File: src/rtl/seq_pkg.sv
// rtl/seq_pkg.sv - shared types, field positions and defaults for regfile_sequencer
package seq_pkg;

    localparam int DEF_DW  = 8;
    localparam int DEF_AW  = 4;
    localparam int DEF_PCW = 8;

    localparam int OP_MSB  = 15;
    localparam int OP_LSB  = 12;
    localparam int RD_MSB  = 11;
    localparam int RD_LSB  = 8;
    localparam int RS1_MSB = 7;
    localparam int RS1_LSB = 4;
    localparam int RS2_MSB = 3;
    localparam int RS2_LSB = 0;
    localparam int IMM_MSB = 7;
    localparam int IMM_LSB = 0;

    typedef enum logic [3:0] {
        OP_NOP  = 4'h0,
        OP_ADD  = 4'h1,
        OP_SUB  = 4'h2,
        OP_AND  = 4'h3,
        OP_OR   = 4'h4,
        OP_XOR  = 4'h5,
        OP_LDI  = 4'h6,
        OP_MOV  = 4'h7,
        OP_JMP  = 4'h8,
        OP_BZ   = 4'h9,
        OP_BC   = 4'hA,
        OP_HALT = 4'hF
    } op_e;

    typedef enum logic [2:0] {
        S_IDLE,
        S_FETCH,
        S_DECODE,
        S_EXEC,
        S_WB
    } state_e;

    // Arithmetic/logic ops: the only ones that touch the flags.
    function automatic logic is_alu_op(input op_e op);
        return (op == OP_ADD) || (op == OP_SUB) || (op == OP_AND) ||
               (op == OP_OR)  || (op == OP_XOR);
    endfunction

    // Ops that produce a register write-back result.
    function automatic logic is_write_op(input op_e op);
        return is_alu_op(op) || (op == OP_LDI) || (op == OP_MOV);
    endfunction

endpackage

File: src/rtl/seq_alu.sv
// rtl/seq_alu.sv - combinational result unit; carry output only with SEQ_FLAGS_EN
module seq_alu
    import seq_pkg::*;
#(
    parameter int DW = DEF_DW
) (
    input  op_e           op,
    input  logic [DW-1:0] a,
    input  logic [DW-1:0] b,
    input  logic [DW-1:0] imm,
`ifdef SEQ_FLAGS_EN
    output logic          carry,
`endif
    output logic [DW-1:0] result
);

    // Result select; SUB carry is the borrow bit of the extended subtraction.
    always_comb begin
        result = '0;
`ifdef SEQ_FLAGS_EN
        carry  = 1'b0;
`endif
        case (op)
`ifdef SEQ_FLAGS_EN
            OP_ADD:  {carry, result} = {1'b0, a} + {1'b0, b};
            OP_SUB:  {carry, result} = {1'b0, a} - {1'b0, b};
`else
            OP_ADD:  result = a + b;
            OP_SUB:  result = a - b;
`endif
            OP_AND:  result = a & b;
            OP_OR:   result = a | b;
            OP_XOR:  result = a ^ b;
            OP_LDI:  result = imm;
            OP_MOV:  result = a;
            default: result = '0;
        endcase
    end

endmodule

File: src/rtl/regfile_sequencer.sv
// rtl/regfile_sequencer.sv - multi-cycle sequencer driving a 16x8 register file; optional SEQ_FLAGS_EN
module regfile_sequencer
    import seq_pkg::*;
#(
    parameter int DW  = DEF_DW,
    parameter int AW  = DEF_AW,
    parameter int PCW = DEF_PCW
) (
    input  logic           clk,
    input  logic           rst_n,
    input  logic           start,
    output logic [PCW-1:0] pc,
    input  logic [15:0]    instr,
    output logic [AW-1:0]  ra1,
    output logic [AW-1:0]  ra2,
    input  logic [DW-1:0]  rd1,
    input  logic [DW-1:0]  rd2,
    output logic           we3,
    output logic [AW-1:0]  wa3,
    output logic [DW-1:0]  wd3,
`ifdef SEQ_FLAGS_EN
    output logic           flag_z,
    output logic           flag_c,
`endif
    output logic           busy,
    output logic           halted
);

    state_e         state_q, state_d;
    logic [15:0]    ir_q;
    logic [PCW-1:0] pc_q, pc_next;
    logic [DW-1:0]  a_q, b_q, r_q;
    logic           we3_q;
    logic [AW-1:0]  wa3_q;
    logic           halted_q;
    logic [DW-1:0]  alu_result;
`ifdef SEQ_FLAGS_EN
    logic           alu_carry;
    logic           z_q, c_q;
`endif

    op_e            op;
    logic [3:0]     rd_f, rs1_f, rs2_f;
    logic [7:0]     imm_f;

    assign op    = op_e'(ir_q[OP_MSB:OP_LSB]);
    assign rd_f  = ir_q[RD_MSB:RD_LSB];
    assign rs1_f = ir_q[RS1_MSB:RS1_LSB];
    assign rs2_f = ir_q[RS2_MSB:RS2_LSB];
    assign imm_f = ir_q[IMM_MSB:IMM_LSB];

    assign pc     = pc_q;
    assign ra1    = rs1_f;
    assign ra2    = rs2_f;
    assign we3    = we3_q;
    assign wa3    = wa3_q;
    assign wd3    = r_q;
    assign busy   = (state_q != S_IDLE);
    assign halted = halted_q;
`ifdef SEQ_FLAGS_EN
    assign flag_z = z_q;
    assign flag_c = c_q;
`endif

    seq_alu #(.DW(DW)) u_alu (
        .op     (op),
        .a      (a_q),
        .b      (b_q),
        .imm    (DW'(imm_f)),
`ifdef SEQ_FLAGS_EN
        .carry  (alu_carry),
`endif
        .result (alu_result)
    );

    // State register.
    always_ff @(posedge clk or negedge rst_n) begin
        if (!rst_n) state_q <= S_IDLE;
        else        state_q <= state_d;
    end

    // Next-state: fixed FETCH/DECODE/EXEC/WB walk, HALT bails out of EXEC.
    always_comb begin
        state_d = state_q;
        case (state_q)
            S_IDLE:   if (start) state_d = S_FETCH;
            S_FETCH:  state_d = S_DECODE;
            S_DECODE: state_d = S_EXEC;
            S_EXEC:   state_d = (op == OP_HALT) ? S_IDLE : S_WB;
            S_WB:     state_d = S_FETCH;
            default:  state_d = S_IDLE;
        endcase
    end

    // Next pc chosen in WB; branch conditions read the captured operand/flag.
    always_comb begin
        pc_next = pc_q + PCW'(1);
        case (op)
            OP_JMP: pc_next = PCW'(imm_f);
            OP_BZ:  if (a_q == '0) pc_next = PCW'({rd_f, rs2_f});
`ifdef SEQ_FLAGS_EN
            OP_BC:  if (c_q) pc_next = PCW'({rd_f, rs2_f});
`endif
            default: pc_next = pc_q + PCW'(1);
        endcase
    end

    // Datapath registers, each loaded in its owning state.
    always_ff @(posedge clk or negedge rst_n) begin
        if (!rst_n) begin
            ir_q     <= '0;
            pc_q     <= '0;
            a_q      <= '0;
            b_q      <= '0;
            r_q      <= '0;
            we3_q    <= 1'b0;
            wa3_q    <= '0;
            halted_q <= 1'b0;
`ifdef SEQ_FLAGS_EN
            z_q      <= 1'b0;
            c_q      <= 1'b0;
`endif
        end else begin
            case (state_q)
                S_IDLE: begin
                    if (start) halted_q <= 1'b0;
                end
                S_FETCH: begin
                    ir_q <= instr;
                end
                S_DECODE: begin
                    a_q <= rd1;
                    b_q <= rd2;
                end
                S_EXEC: begin
                    if (op == OP_HALT) begin
                        halted_q <= 1'b1;
                    end else begin
                        r_q   <= alu_result;
                        wa3_q <= AW'(rd_f);
                        we3_q <= is_write_op(op) && (rd_f != 4'h0);
`ifdef SEQ_FLAGS_EN
                        if (is_alu_op(op)) begin
                            z_q <= (alu_result == '0);
                            c_q <= alu_carry;
                        end
`endif
                    end
                end
                S_WB: begin
                    we3_q <= 1'b0;
                    pc_q  <= pc_next;
                end
                default: ;
            endcase
        end
    end

endmodule

File: config.mk
export PLATFORM = sky130hd
export DESIGN_NAME = regfile_sequencer
export DESIGN_NICKNAME = d
export VERILOG_FILES = /design/src/rtl/seq_pkg.sv /design/src/rtl/seq_alu.sv /design/src/rtl/regfile_sequencer.sv
export SDC_FILE = /design/constraint.sdc
export NUM_CORES = 1
export LEC_CHECK = 0
export CAP_MARGIN = 10
export CORE_ASPECT_RATIO = 0.6
export CORE_MARGIN = 2
export CORE_UTILIZATION = 55
export CTS_BUF_LIST = sky130_fd_sc_hd__clkbuf_8
export DETAILED_ROUTE_END_ITERATION = 8
export PLACE_DENSITY = 0.83
export SLEW_MARGIN = 20
export SYNTH_ARGS = -nofsm -noshare
export SYNTH_HDL_FRONTEND = slang
export SYNTH_SLANG_ARGS = --single-unit
File: constraint.sdc
create_clock -name clk -period 2.8 [get_ports clk]
set_input_delay 0.56 -clock clk [delete_from_list [all_inputs] [get_ports clk]]
set_output_delay 0.56 -clock clk [all_outputs]
set_load 0.02 [all_outputs]
Yosys cells after proc, flatten, opt, wreduce, memory -nomap -nowiden
Cells that the tools add are included.
- input port bits: 35
- register bits after elaboration: 57
- muxes and demuxes: 11
- add/subtract/negate cells: 3
- bitwise logic cells: 4
- reduce and logical (&&, ||, !) cells: 16
- equal/unequal tests: 17
- operator list (operator ; count):
    case mux 8 bit (7 select lines) ; 1
    == test 4 x 3 -> 1 bit, second input constant ; 4
    case mux 8 bit (2 select lines) ; 1
    case mux 3 bit (5 select lines) ; 1
    == test 4 bit, second input constant ; 3
    adder 8 x 1 -> 8 bit, second input constant ; 1
    adder 8 bit ; 1
    AND 8 bit ; 1
    == test 4 x 2 -> 1 bit, second input constant ; 2
    zero test 8 bit ; 1
    2-to-1 mux 8 bit ; 1
    bitwise OR 8 bit ; 1
    subtractor 8 bit ; 1
    bitwise XOR 8 bit ; 1
    == test 3 x 2 -> 1 bit, second input constant ; 2
    logical OR 1 bit ; 6
    2-to-1 mux 3 bit ; 2
    != test 2 bit, second input constant ; 3
    == test 4 x 1 -> 1 bit, second input constant ; 1
    case mux 1 bit (2 select lines) ; 2
    AND reduction 2 bit ; 2
    nonzero test 2 bit ; 2
    nonzero test 4 bit ; 1
    == test 3 x 1 -> 1 bit, second input constant ; 1
    other kinds (7) ; 9

Longest topological paths before layout
- depth in word-level cells: 10
- mapped depth: 10
- gate-level depth less buffers: 10

By module
A second synthesis with hierarchy kept.
- cells, all modules: 342
- area, all modules: 3570.9 um2
- modules (own cells, without submodules) (module ; cells each ; area each (um2) ; sequential area each (um2) ; times used):
    regfile_sequencer ; 202 ; 2516.2 ; 1426.4 ; 1
    seq_alu ; 140 ; 1054.8 ; 0.0 ; 1

Worst setup path after synthesis
OpenSTA, ideal clock, no wires.
- path type: register to register
- start: reg ir_q[15]
- end: reg r_q[6], in the netlist wd3[6]
- period minus slack after synthesis: 2.573 ns
- path slack: 0.227 ns
- buffers on the path: 1
- setup time: 0.069 ns
- arrival time: 2.504 ns
- cell stages (with the launch flop): 11
- cell sequence: dfrtp_1 clkbuf_1 nor4b_4 nor2_1 xnor2_1 ha_1 nor2b_1 o31a_1 o21a_1 or4b_1 nand3_1
- cells in the longest elaborated chain, start to end: 3
- elaborated cells on any way between the ends: 11
- RTL lines (what ; RTL line ; source):
    start, declared ; regfile_sequencer.sv:30 ; logic [15:0] ir_q;
    start signal, assigned ; regfile_sequencer.sv:129 ; ir_q <= instr;
    branches (longest 3 deep; another with case mux 8 bit (7 select lines)) ; -- ;
    end signal, assigned ; regfile_sequencer.sv:139 ; r_q <= alu_result;
    end, declared ; regfile_sequencer.sv:32 ; logic [DW-1:0] a_q, b_q, r_q;
Several ways; the timed one is not identified.
A chain may end at the register's enable or synchronous reset.

Worst setup path in the final report
- start: reg ir_q[15]
- end: reg r_q[7], in the netlist wd3[7]
The elaborated chain is that of the path after synthesis.

==> impl_metrics.env <==
export IMPL_crit_path_top_delay_cell="dfrtp_1"
export IMPL_synthesis_area_um2=3640
export IMPL_ys_seq_elements=57
export IMPL_regArea_um2=1430
export IMPL_r2r_cells=10
export IMPL_yosysMostFrequentCell="dfrtp_1"
export IMPL_core_um2=6250
export IMPL_cellPowerDensity_nw_per_um2=1380
export IMPL_grt_pass1_wl_um=15200
export IMPL_fin_crit_sh_pct=94.1
export IMPL_nFillCells=461
export IMPL_worstReg2RegStart="ir_q[15]"
export IMPL_ys_seq_area_share_pct=39.2
export IMPL_synth_top_area_share_pct=39.2
export IMPL_die_area_um2=7310
export IMPL_post_drt_wl_per_cell_um=18.4
export IMPL_yosys_warnings=0
export IMPL_dp_final_hpwl_um=6690
export IMPL_synth_area_leaders="dfrtp_1, ha_1, mux2_2, nand2_1, o21ai_0"
export IMPL_crit_type="flop to flop"
export IMPL_worstPathCellList="nor4b_4 > buf_4 > a31oi_1 > xnor2_1 > ha_1 > a21o_1 > or3_1 > o22ai_1 > xnor2_1 > a221o_1"
export IMPL_cp_common_cell="xnor2_1"
export IMPL_cts_root_buffer_cell="clkbuf_8"
export IMPL_ir_worst_vdd_uv=890
export IMPL_crit_fanout=7
export IMPL_drv_cap=0
export IMPL_synth_async_reset_ratio_pct=100
export IMPL_fin_nets=483
export IMPL_max_stage_delay_ns=0.41
export IMPL_drive_above_1_share_pct=12.9
export IMPL_fin_skew_ns=0.0105
export IMPL_cts_max_level=3
export IMPL_synth_nets=428
export IMPL_drv_slew=0
export IMPL_min_path_type="input port to async pin"
export IMPL_crit_buf_inv=1
export IMPL_yosys_area_top_type="dfrtp_1"
export IMPL_post_route_min_period_ns=2.64
export IMPL_grt_pass1_vias=2964
export IMPL_synth_edff_count=0
export IMPL_tightest_slew_ns=0.869
export IMPL_cts_resized=0
export IMPL_finalHoldViolations=0
export IMPL_fin_util_pct=71.9
export IMPL_clk_pin_slew_worst_paths_ns=0.07
export IMPL_drt_iter0_drc=339
export IMPL_std_cell_rows=22
export IMPL_cts_tree="done"
export IMPL_numCtsBuffers=9
export IMPL_multi_input_area_um2=1960
export IMPL_status="complete, no violations"
export IMPL_critPathTopFamily="compound AO/OA/AOI/OAI gates"
export IMPL_r2r_end="wd3[7]"
export IMPL_setup_tns_ns=0
export IMPL_vias_per_cell=5.98
export IMPL_hold_slack_ns=0.350
export IMPL_arrival_ns=2.86
export IMPL_endpoint_kind="flop"
export IMPL_port_buffers=65
export IMPL_ios=66
export IMPL_grt_max_degree=58
export IMPL_drtPass1Iterations=5
export IMPL_antenna_found_initial=0
export IMPL_post_route_drc_count=0
export IMPL_cts_path_max_buffers=2
export IMPL_setup_viol=0
export IMPL_insertion_delay_ns=0.35
export IMPL_start_kind="flop"
export IMPL_die_h_um=67.0
export IMPL_post_cts_buffers=0
export IMPL_fmax_mhz=379
export IMPL_diodes=0
export IMPL_clock_sinks=57
export IMPL_drt_total_wl_um=9390
export IMPL_start_util_pct=58.3
export IMPL_syn_instance_count=367
export IMPL_die_x_um=109
export IMPL_hold_buffers=0
export IMPL_rrSetupSlack_ns=0.16
export IMPL_num_vias=3057
export IMPL_required_ns=3.02
export IMPL_area_delta_synth_final_pct=23.4
export IMPL_syn_avg_cell_area_um2=9.92
export IMPL_yosysUniqueCellTypes=59
export IMPL_rsz0062_at_grt="no"
export IMPL_gr_total_overflow=0
export IMPL_max_slew_margin_rel_pct=42.0
export IMPL_ys_top_cells_by_count="dfrtp_1, nand2_1, ha_1"
export IMPL_ant_nets=0
export IMPL_place_congestion=0.931
export IMPL_ys_flop_type="dfrtp_1"
export IMPL_p_leak_uw=0.00199
export IMPL_track_usage_pct=28.0
## metal layers
metal | vias to the layer above | track usage, % | routed length (um)
li1 | 1409 | - | -
met1 | 1462 | 39.9 | 4280
met2 | 169 | 40.3 | 3940
met3 | 17 | 8.12 | 984
met4 | 0 | 9.94 | 192
met5 | - | 0 | 0
## logic make-up (layout without fill, tap and decap cells)
family          Yosys count  in the layout  synth area share, %
mux                      29             29                 9.55
compound gates           87             87                 15.8
buf+inv                  52            112                 7.28
simple gates            104            104                 16.1
flops                    57             57                 39.2
fa+ha+maj                26             26                 9.14
xor+xnor                 12             12                 2.89
## through the flow
step	cells	total power (uW)	worst slack [ns]	cell area (um2)
after global placement	494	5080	0.202	4270
final	511	6210	0.164	4500
after global routing	511	6640	0.0551	4500
after detailed placement	494	5220	0.108	4270
after CTS	510	6140	0.0936	4490
after floorplan	367	4200	0.227	3640
## cells in the final DEF (no fill, tap or decap), types with 11 or more instances in the layout
master,Yosys,layout
clkdlybuf4s50_1,0,64
dfrtp_1,57,57
nand2_1,31,31
inv_1,24,25
ha_1,25,25
mux2_2,23,23
o21ai_0,23,23
nor2_1,15,15
a22o_1,11,11
## final cells by class
class,count,share of cell area (%)
multi-input combinational,258,43.5
sequential,57,31.7
timing repair buffer,72,15.5
clock buffer,10,3.06
tap,84,2.34
inverter,24,2.00
clock inverter,6,1.84
## sequential cells by signal, indices dropped and copies added, names as in the netlist
| name | flops |
|---|---|
| wa3 | 4 |
| halted | 1 |
| ir_q | 16 |
| b_q | 8 |
| a_q | 8 |
| pc | 8 |
| wd3 | 8 |
| we3 | 1 |
| state_q | 3 |
## worst register-to-register path, cell delays in order (launching register included)
cell     delay, ns
dfrtp_1       0.41
nor4b_4       0.27
buf_4         0.19
a31oi_1       0.06
xnor2_1       0.21
ha_1          0.31
a21o_1        0.19
or3_1         0.30
o22ai_1       0.17
xnor2_1       0.09
a221o_1       0.32
## how the worst max path moves through the flow
stage          startpoint     end  slack, ns  cells past startpoint
2_1_floorplan    ir_q[15]  wd3[6]       0.23                     10
3_3_place_gp     ir_q[12]  wd3[6]       0.20                      9
3_5_place_dp     ir_q[12]  wd3[7]       0.11                      9
4_1_cts          ir_q[12]  wd3[7]       0.09                      9
5_1_grt            b_q[0]  wd3[7]       0.06                     10
6_report         ir_q[15]  wd3[7]       0.16                     10
## report_power, final
| part | internal, uW | leakage, uW | switching, uW |
|---|---|---|---|
| combinational | 1690 | 0.00116 | 1970 |
| clock | 520 | 0.000117 | 351 |
| sequential | 1210 | 0.000709 | 466 |
Note: power is estimated with default switching activity, not from simulation.
